--- src/rtl/fetch_unit_if.sv ---
// fetch_unit_if: instruction-memory request/response bus.
// master = fetch side, slave = memory side.
interface fetch_unit_if #(
  parameter int ADDR_W = 16,
  parameter int INST_W = 16
);
  logic              req;
  logic [ADDR_W-1:0] addr;
  logic              ready;
  logic              rvalid;
  logic [INST_W-1:0] rdata;

  modport master (
    output req, addr,
    input  ready, rvalid, rdata
  );

  modport slave (
    input  req, addr,
    output ready, rvalid, rdata
  );
endinterface

--- src/rtl/fetch_unit.sv ---
// fetch_unit: PC, imem requests, prefetch FIFO, output register to decode.
// Define FETCH_PERF_EN to add the perf_fetched / perf_flushed counters.
module fetch_unit #(
  parameter int                ADDR_W     = 16,
  parameter int                INST_W     = 16,
  parameter int                FIFO_DEPTH = 2,
  parameter logic [ADDR_W-1:0] RESET_PC   = '0
) (
  input  logic              clk,
  input  logic              rst,
  input  logic              do_branch,
  input  logic [ADDR_W-1:0] branch_addr,
  input  logic              do_jump,
  input  logic [ADDR_W-1:0] jump_address,
  input  logic              stall,
  input  logic              is_halt,
  fetch_unit_if.master      imem,
  output logic [INST_W-1:0] out_inst,
  output logic [ADDR_W-1:0] out_pc,
  output logic              out_valid,
`ifdef FETCH_PERF_EN
  output logic              halted,
  output logic [15:0]       perf_fetched,
  output logic [15:0]       perf_flushed
`else
  output logic              halted
`endif
);

  localparam int PW = (FIFO_DEPTH > 1) ? $clog2(FIFO_DEPTH) : 1;
  localparam int CW = PW + 1;
  localparam int QW = CW + 1;
  localparam int DW = PW + 4;

  typedef enum logic [1:0] {
    IDLE   = 2'd0,
    RUN    = 2'd1,
    HALTED = 2'd2
  } state_t;

  state_t            state;
  logic [ADDR_W-1:0] pc;
  logic [INST_W-1:0] q_inst [FIFO_DEPTH];
  logic [ADDR_W-1:0] q_pc   [FIFO_DEPTH];
  logic [PW-1:0]     rd_ptr;
  logic [PW-1:0]     wr_ptr;
  logic [CW-1:0]     count;
  logic [CW-1:0]     outst;
  logic [DW-1:0]     drop_cnt;

  logic              redirect;
  logic              hlt;
  logic              redir;
  logic              halt_go;
  logic              normal;
  logic              pop;
  logic              accept;
  logic              push;
  logic              dropping;
  logic [ADDR_W-1:0] target;
  logic [ADDR_W-1:0] rsp_pc;
  logic [QW-1:0]     credit;

  assign redirect = do_branch | do_jump;
  assign target   = do_branch ? branch_addr : jump_address;
  assign hlt      = (state == HALTED);
  assign redir    = !hlt && redirect;
  assign halt_go  = (state == RUN) && !is_halt
                 && !stall && !redirect;
  assign normal   = !hlt && !redir && !halt_go;
  assign pop      = normal && !stall && (count != '0);

  // Occupancy after this cycle's pop, so a draining
  // FIFO can keep one request per cycle in flight.
  assign credit = {1'b0, count} - QW'(pop)
                + {1'b0, outst};

  assign imem.req  = normal && (state == RUN)
                  && (credit < QW'(FIFO_DEPTH));
  assign imem.addr = pc;

  assign accept   = imem.req && imem.ready;
  assign dropping = imem.rvalid && (drop_cnt != '0);
  assign push     = normal && imem.rvalid
                 && (drop_cnt == '0);

  // Live requests are consecutive from the last
  // redirect, so the oldest one sits outst behind pc.
  assign rsp_pc = pc - ADDR_W'(outst);
  assign halted = hlt;

  always_ff @(posedge clk) begin
    if (rst) begin
      state     <= IDLE;
      pc        <= RESET_PC;
      rd_ptr    <= '0;
      wr_ptr    <= '0;
      count     <= '0;
      outst     <= '0;
      drop_cnt  <= '0;
      out_inst  <= '0;
      out_pc    <= '0;
      out_valid <= 1'b0;
    end else begin
      if (state == IDLE) state <= RUN;
      unique case (1'b1)
        hlt: begin
          out_inst  <= '0;
          out_pc    <= '0;
          out_valid <= 1'b0;
        end
        redir: begin
          pc        <= target;
          rd_ptr    <= '0;
          wr_ptr    <= '0;
          count     <= '0;
          outst     <= '0;
          drop_cnt  <= drop_cnt + DW'(outst)
                     - DW'(imem.rvalid);
          out_inst  <= '0;
          out_pc    <= '0;
          out_valid <= 1'b0;
        end
        halt_go: begin
          state     <= HALTED;
          rd_ptr    <= '0;
          wr_ptr    <= '0;
          count     <= '0;
          outst     <= '0;
          drop_cnt  <= '0;
          out_inst  <= '0;
          out_pc    <= '0;
          out_valid <= 1'b0;
        end
        default: begin
          if (accept) pc <= pc + ADDR_W'(1);
          outst <= outst + CW'(accept) - CW'(push);
          if (dropping) drop_cnt <= drop_cnt - DW'(1);
          if (push) begin
            q_inst[wr_ptr] <= imem.rdata;
            q_pc[wr_ptr]   <= rsp_pc;
            wr_ptr         <= wr_ptr + PW'(1);
          end
          count <= count + CW'(push) - CW'(pop);
          if (!stall) begin
            if (pop) begin
              out_inst  <= q_inst[rd_ptr];
              out_pc    <= q_pc[rd_ptr];
              out_valid <= 1'b1;
              rd_ptr    <= rd_ptr + PW'(1);
            end else begin
              out_inst  <= '0;
              out_pc    <= '0;
              out_valid <= 1'b0;
            end
          end
        end
      endcase
    end
  end

`ifdef FETCH_PERF_EN
  logic [QW-1:0] flush_n;
  logic [16:0]   flush_sum;

  assign flush_n = hlt ? QW'(imem.rvalid)
                 : (redir || halt_go)
                   ? {1'b0, count} + QW'(imem.rvalid)
                   : QW'(dropping);
  assign flush_sum = {1'b0, perf_flushed} + 17'(flush_n);

  always_ff @(posedge clk) begin
    if (rst) begin
      perf_fetched <= '0;
      perf_flushed <= '0;
    end else begin
      if (pop && perf_fetched != 16'hFFFF)
        perf_fetched <= perf_fetched + 16'd1;
      perf_flushed <= flush_sum[16] ? 16'hFFFF
                                    : flush_sum[15:0];
    end
  end
`endif

endmodule

--- src/flat_wrapper.sv ---
// flat-port wrapper written by rule: the top's interface ports become plain ports
module fetch_unit_flat 
#(
  parameter int                ADDR_W     = 16,
  parameter int                INST_W     = 16,
  parameter int                FIFO_DEPTH = 2,
  parameter logic [ADDR_W-1:0] RESET_PC   = '0
)
  (clk, rst, do_branch, branch_addr, do_jump, jump_address, stall, is_halt, out_inst, out_pc, out_valid, halted, imem_req, imem_addr, imem_ready, imem_rvalid, imem_rdata);
  fetch_unit_if #(.ADDR_W(ADDR_W), .INST_W(INST_W)) imem_i ();
  input  logic clk;
  input  logic rst;
  input  logic do_branch;
  input  logic [ADDR_W-1:0] branch_addr;
  input  logic do_jump;
  input  logic [ADDR_W-1:0] jump_address;
  input  logic stall;
  input  logic is_halt;
  output logic [INST_W-1:0] out_inst;
  output logic [ADDR_W-1:0] out_pc;
  output logic out_valid;
  output logic halted;
  output wire logic [$bits(imem_i.req)-1:0] imem_req;
  output wire logic [$bits(imem_i.addr)-1:0] imem_addr;
  input wire logic [$bits(imem_i.ready)-1:0] imem_ready;
  input wire logic [$bits(imem_i.rvalid)-1:0] imem_rvalid;
  input wire logic [$bits(imem_i.rdata)-1:0] imem_rdata;
  assign imem_req = imem_i.req;
  assign imem_addr = imem_i.addr;
  assign imem_i.ready = imem_ready;
  assign imem_i.rvalid = imem_rvalid;
  assign imem_i.rdata = imem_rdata;
  fetch_unit #(.ADDR_W(ADDR_W), .INST_W(INST_W), .FIFO_DEPTH(FIFO_DEPTH), .RESET_PC(RESET_PC)) u_core (.clk(clk), .rst(rst), .do_branch(do_branch), .branch_addr(branch_addr), .do_jump(do_jump), .jump_address(jump_address), .stall(stall), .is_halt(is_halt), .imem(imem_i), .out_inst(out_inst), .out_pc(out_pc), .out_valid(out_valid), .halted(halted));
endmodule
--- config.mk ---
export PLATFORM = sky130hd
export DESIGN_NAME = fetch_unit_flat
export DESIGN_NICKNAME = d
export VERILOG_FILES = /design/src/rtl/fetch_unit_if.sv /design/src/rtl/fetch_unit.sv /design/src/flat_wrapper.sv
export SDC_FILE = /design/constraint.sdc
export NUM_CORES = 1
export LEC_CHECK = 0
export CORE_MARGIN = 2
export CORE_UTILIZATION = 57
export DETAILED_ROUTE_END_ITERATION = 12
export PLACE_DENSITY = 0.95
export SLEW_MARGIN = 10
export SYNTH_ARGS = -nofsm -noshare
export SYNTH_HDL_FRONTEND = slang
export SYNTH_SLANG_ARGS = --single-unit
--- constraint.sdc ---
create_clock -name clk -period 7.4 [get_ports clk]
set_input_delay 1.48 -clock clk [delete_from_list [all_inputs] [get_ports clk]]
set_output_delay 1.48 -clock clk [all_outputs]
set_load 0.02 [all_outputs]
---- After elaboration in Yosys (flattened, before gate mapping) ----
Memories as Yosys holds them, arrays and structs flattened. A register that Yosys moved wholly into a read port is not among the register bits.
Cells that the tools add are included.
operators by class
  muxes and demuxes ....................... 25
  add/subtract/negate cells ............... 13
  order comparisons ....................... 1
  multipliers ............................. 0
  reductions and logical operators ........ 38
  shift operators ......................... 0
  bitwise gates (word level) .............. 3
  div/mod/pow operators ................... 0
  eq/ne operators ......................... 3
operator list
  operator               number
  $mux 16                4
  $pmux 16 s2            1
  $add 16x1->16 const B  1
  $sub 16x2->16          1
  $pmux 5 s3             1
  $logic_and 1x1->1      14
  $mux 1                 12
  $reduce_bool 2->1      5
  $pmux 2 s2             2
  $logic_not 1->1        6
  $reduce_and 2->1       3
  $reduce_or 2->1        3
  $add 5x2->5            1
  $logic_not 5->1        1
  $mux 5                 1
  $reduce_bool 5->1      1
  $sub 5x1->5            1
  $sub 5x1->5 const B    1
  $add 2x1->2            2
  $mux 2                 2
  $pmux 1 s2             2
  $reduce_or 4->1        1
  $sub 2x1->2            2
  $add 3x2->3            1
  other kinds (12)       14
storage, ports and cells
  register bits after elaboration ......... 62
  memories kept ........................... 2
  logic and storage cells ................. 96
  output and inout bits ................... 51
  ROM bits ................................ 0
  latch bits .............................. 0
  RAM bits ................................ 64
memory list
  memory         depth  width  rd ports  clocked after memory_dff  wr ports  line              source
  u_core.q_inst  2      16     1         1                         1         fetch_unit.sv:43  logic [INST_W-1:0] q_inst [FIFO_DEPTH];
  u_core.q_pc    2      16     1         1                         1         fetch_unit.sv:44  logic [ADDR_W-1:0] q_pc [FIFO_DEPTH];

---- Depth between registers and ports, before layout ----
  word-level depth ........................ 16
  mapped depth ............................ 18

---- Worst setup path after synthesis ----
Ideal clock, no wire load.
  kind .................................... input to output
  from .................................... input port stall
  to ...................................... output port imem_req
  arrival time ............................ 4.311 ns
  cell stages on the path ................. 11
  required time ........................... 5.920 ns
  slack ................................... 1.609 ns
  buffers on the path ..................... 2
  cell sequence ........................... clkbuf_1 nor4b_1 nor4_2 nor3b_2 buf_2 ha_1 inv_1 nand2_1 fa_1 nand3b_1 nor3b_1
between the ends
  cells in the longest elaborated chain, start to end .. 11
  elaborated cells between the ends (all ways) .. 12
  those cells by class .................... add/sub: 2; order compare: 1; reduce/logical: 9
ends and longest elaborated chain
  item                                line                                source
  start, declared                     flat_wrapper.sv:17                  input logic stall;
  $logic_not 1->1 (*)                 fetch_unit.sv:69, fetch_unit.sv:71
  $logic_and 1x1->1 (2 in a row)      fetch_unit.sv:69                    && !stall && !redirect;
  $logic_not 1->1                     fetch_unit.sv:70                    assign normal = !hlt && !redir && !halt_go;
  $logic_and 1x1->1                   fetch_unit.sv:70
  $logic_and 1x1->1 (*) (2 in a row)  fetch_unit.sv:71                    assign pop = normal && !stall && (count != '0);
  net u_core.pop                      fetch_unit.sv:56                    logic pop;
  $sub 2x1->3 (*)                     fetch_unit.sv:75                    assign credit = {1'b0, count} - QW'(pop)
  $add 3x2->3 (*)                     fetch_unit.sv:76                    + {1'b0, outst};
  $lt 3x2->1 (*)                      fetch_unit.sv:79                    && (credit < QW'(FIFO_DEPTH));
  $logic_and 1x1->1 (*)               fetch_unit.sv:79
  end, declared                       flat_wrapper.sv:23                  output wire logic [$bits(imem_i.req)-1:0] imem_req;
Mark *: on every way through the listed nets, which the timed path passes. The rest lies on a longest branch.

---- Worst setup path after layout ----
  from .................................... input port do_jump
  to ...................................... output port imem_req
between the ends
  cells in the longest elaborated chain, start to end .. 11
  elaborated cells between the ends (all ways) .. 15
  those cells by class .................... add/sub: 2; order compare: 1; bitwise: 1; reduce/logical: 11
ends and longest elaborated chain
  item                                                         line                                source
  start, declared                                              flat_wrapper.sv:15                  input logic do_jump;
  $or 1x1->1 (*)                                               fetch_unit.sv:64                    assign redirect = do_branch | do_jump;
  $logic_and 1x1->1 / $logic_not 1->1 (equally long branches)  fetch_unit.sv:67, fetch_unit.sv:69
  $logic_not 1->1 / $logic_and 1x1->1 (equally long branches)  fetch_unit.sv:70, fetch_unit.sv:69
  $logic_and 1x1->1 / $logic_not 1->1 (equally long branches)  fetch_unit.sv:70
  $logic_and 1x1->1 (*)                                        fetch_unit.sv:70
  $logic_and 1x1->1 (2 in a row)                               fetch_unit.sv:71
  $sub 2x1->3                                                  fetch_unit.sv:75
  $add 3x2->3                                                  fetch_unit.sv:76
  $lt 3x2->1                                                   fetch_unit.sv:79
  $logic_and 1x1->1 (*)                                        fetch_unit.sv:79
Every way passes the cells marked *; elsewhere a longest branch is shown, timed or not.

==> results.json <==
{
  "crit_chain": "clkdlybuf4s50_1 > nor4_2 > nor3b_4 > ha_1 > inv_1 > nand2_1 > fa_1 > nand3b_1 > nor3b_1 > clkdlybuf4s50_1",
  "crit_path_frequent_cell": "clkdlybuf4s50_1",
  "yosysTopAreaCellShare_pct": 32.98,
  "cp.depth": 10,
  "crit_path_max_incr_delay_ns": 0.67,
  "io_buffer_count": 106,
  "detail_route.iter0.violations": 290,
  "post_cts_resize_count": 0,
  "worstMarginPinSlew_ns": 1.002,
  "critPathCaptureType": "output port",
  "first_pass_iters": 5,
  "grt_use_total_pct": 25.41,
  "number_of_antenna_violations_at_the_first_check_in_global_routing": 0,
  "cts_hold_buf": 0,
  "ctsHtreeMaxLevel": 4,
  "gpl.final_weighted_congestion": 0.8562,
  "grt_max_degree": 37,
  "placeableCoreArea_mm2": 0.009864,
  "max_freq_mhz": 154.3,
  "design.die.area_mm2": 0.01105,
  "hold_path_depth": 2,
  "postSynthRegisterBits": 127,
  "route.detailed.vias_per_inst": 5.761,
  "synth.distinct_cells": 53,
  "synth_top_family_by_area": "simple AND/OR/NAND/NOR gates",
  "clkLatencyLatePin_ns": 0.52,
  "critPathSlowestCell": "clkdlybuf4s50_1",
  "post_layout_min_period_ns": 6.481,
  "die_y_um": 105.1,
  "cts_sinks": 127,
  "worst_ep_arrival_time_ns": 5.00,
  "post_synth_inst_count": 517,
  "synth_edf_count": 64,
  "rows": 36,
  "slew-limit-headroom_pct": 32.14,
  "ant_nets": 0,
  "synth_compound_gate_area_share_pct": 11.64,
  "dpl.cell_count": 734,
  "worst_path_bufs_invs": 3,
  "cts.clk_slew.worst_paths_ns": 0.06,
  "final-instance-count-excl-fill": 766,
  "grt-ovfl-total": 0,
  "period_share_pct": 87.57,
  "layout.filler_cells": 597,
  "insertedDiodeCount": 0,
  "nets": 697,
  "synthXorXnorAreaFrac_pct": 5.239,
  "final_cell_mix": "clkdlybuf4s50_1 (106), nor2_1 (64), edfxtp_1 (64)",
  "fin_setup_tns_ns": 0,
  "post-cts-setup-buffers": 0,
  "synth_largest_area_cell": "edfxtp_1",
  "die-width_um": 105.1,
  "detailedPlacementHpwl_mm": 8.753,
  "synthesis.nets": 594,
  "synth_ff_type": "edfxtp_1",
  "syn2layout_area_growth_pct": 30.66,
  "cts_inserted_buffers": 17,
  "sequential_cell_area_fraction_in_the_yosys_report_pct": 54.63,
  "timing.final.setup_violations": 0,
  "power_per_cell_area_mw_per_mm2": 244.8,
  "cts_root_buffer": "clkbuf_8",
  "dr_total_vias": 4413,
  "cpLargestDelayFamily": "simple AND/OR/NAND/NOR gates",
  "drv_cap": 0,
  "route.final.wire_length_mm": 13.50,
  "timing_worst_setup_path_type": "in2out",
  "post_drt_wl_per_cell_um": 17.62,
  "drt_drc_violations_left": 0,
  "synthArstFlopShare_pct": 0,
  "avg_inst_size_synth_um2": 11.27,
  "p_leak_nw": 2.671,
  "post_synthesis_mux_area_share_pct": 6.528,
  "fin_worst_skew_ns": 0.006231,
  "regArea_mm2": 0.003183,
  "synth-simple-area-share_pct": 13.31,
  "ios": 107,
  "timing_hold_violations_final": 0,
  "number_of_global_route_vias_before_repair": 4574,
  "finalMaxSlewViolations": 0,
  "worst_ep_required_time_ns": 5.92,
  "global_route_wire_length_before_repair_mm": 21.99,
  "kind_of_start_point_of_the_critical_path": "input port",
  "synth_area_leaders": "edfxtp_1 (33%), dfxtp_1 (22%), mux2_2 (6.2%)",
  "hold_path.class": "reg2reg",
  "area_of_the_multi_input_gates_mm2": 0.002441,
  "worst_ir_drop_on_vdd_v": 0.0001394,
  "syn-cell-area_mm2": 0.005827,
  "clock_tree_from_tritoncts": "built",
  "cts_buffer_depth": 2,
  "drive_gt1_share_pct": 13.27,
  "synthesis.yosys.warnings": 0,
  "status": "complete, no violations",
  "starting_density_of_the_core_pct": 59.07,
  "path_max_fanout": 10,
  "rsz_0062_raised_after_global_routing": "no",
  "ff2ff_path_depth": 14,
  "layout_commonest_cell": "clkdlybuf4s50_1",
  "synth_fa_ha_area_share_pct": 4.896
}
-- path summary, 6_finish.rpt --
| check | start | end | slack, ns |
|---|---|---|---|
| setup / recovery | do_jump | imem_req | 0.92 |
| hold / removal | u_core.out_inst[7]$_SDFFE_PP0N_ | u_core.out_inst[7]$_SDFFE_PP0N_ | 0.51 |
| setup reg to reg | u_core.state[0]$_SDFFE_PP0P_ | u_core.imem.addr[6]$_SDFFE_PP0P_ | 3.46 |
| hold reg to reg | u_core.out_inst[7]$_SDFFE_PP0N_ | u_core.out_inst[7]$_SDFFE_PP0N_ | 0.51 |
-- logic make-up (layout without fill, tap and decap cells) --
group,after synthesis,in the layout
compound gates,94,94
xor+xnor,34,34
fa+ha+maj,21,21
buf+inv,55,171
flops,127,127
mux,34,34
simple gates,152,152
-- Yosys cell counts (all sizes together), types with 10 or more instances --
cell    instances
edfxtp         64
nor2           64
dfxtp          63
a22oi          36
mux2           32
clkbuf         25
a211oi         23
inv            23
ha             18
xnor2          18
xor2           16
nand2          14
nor2b          11
nor3           10
-- where the power goes --
part / switching, mW / total [mW] / internal [mW] / leakage, nW
combinational: 0.121 / 0.237 / 0.115 / 1.29
sequential: 0.0279 / 0.790 / 0.762 / 1.09
clock: 0.317 / 0.837 / 0.519 / 0.288
total: 0.467 / 1.86 / 1.40 / 2.67
-- tightest hold or removal path, stage by stage (launching register included) --
cell and delay (ns):
dfxtp_1 0.32, a22oi_1 0.08, nor2_1 0.07
-- flip-flops by register name, indices dropped and copies added, names as in the netlist, 2 cells and up, named ones only --
| register | cells |
|---|---|
| u_core.out_inst | 16 |
| u_core.outst | 2 |
| u_core.q_inst | 32 |
| u_core.drop_cnt | 5 |
| u_core.imem.addr | 16 |
| u_core.q_pc | 32 |
| u_core.count | 2 |
| u_core.out_pc | 16 |
| u_core.state | 2 |
-- per-layer routing --
metal	GRT usage (%)	share of wire, %
met3	6.301	7.5
met5	0	0
met4	9.905	1.3
met1	31.67	41
met2	42.53	50
-- per-stage QoR --
stage | utilization (%) | hold slack (ns) | total power [mW] | setup WS [ns] | instance area [um^2]
2_1_floorplan | - | 0.4810 | 0.9510 | 1.609 | 5827
3_3_place_gp | 71.09 | 0.4739 | 1.024 | 1.149 | 7013
3_5_place_dp | 71.09 | 0.4983 | 1.038 | 1.034 | 7013
4_1_cts | 77.18 | 0.5115 | 1.870 | 0.9503 | 7614
5_1_grt | 77.18 | 0.5538 | 1.929 | 0.7659 | 7614
6_report | 77.18 | 0.5104 | 1.864 | 0.9195 | 7614
-- area by class of cell --
cell class	count	share of cell area, %
clock buffers	18	5.489
repair buffers	116	14.92
well taps	133	2.186
multi-input cells	335	32.06
inverters	23	1.134
flip-flops and latches	127	41.81
clock inverters	14	2.399
Note: power is estimated with default switching activity, not from simulation.
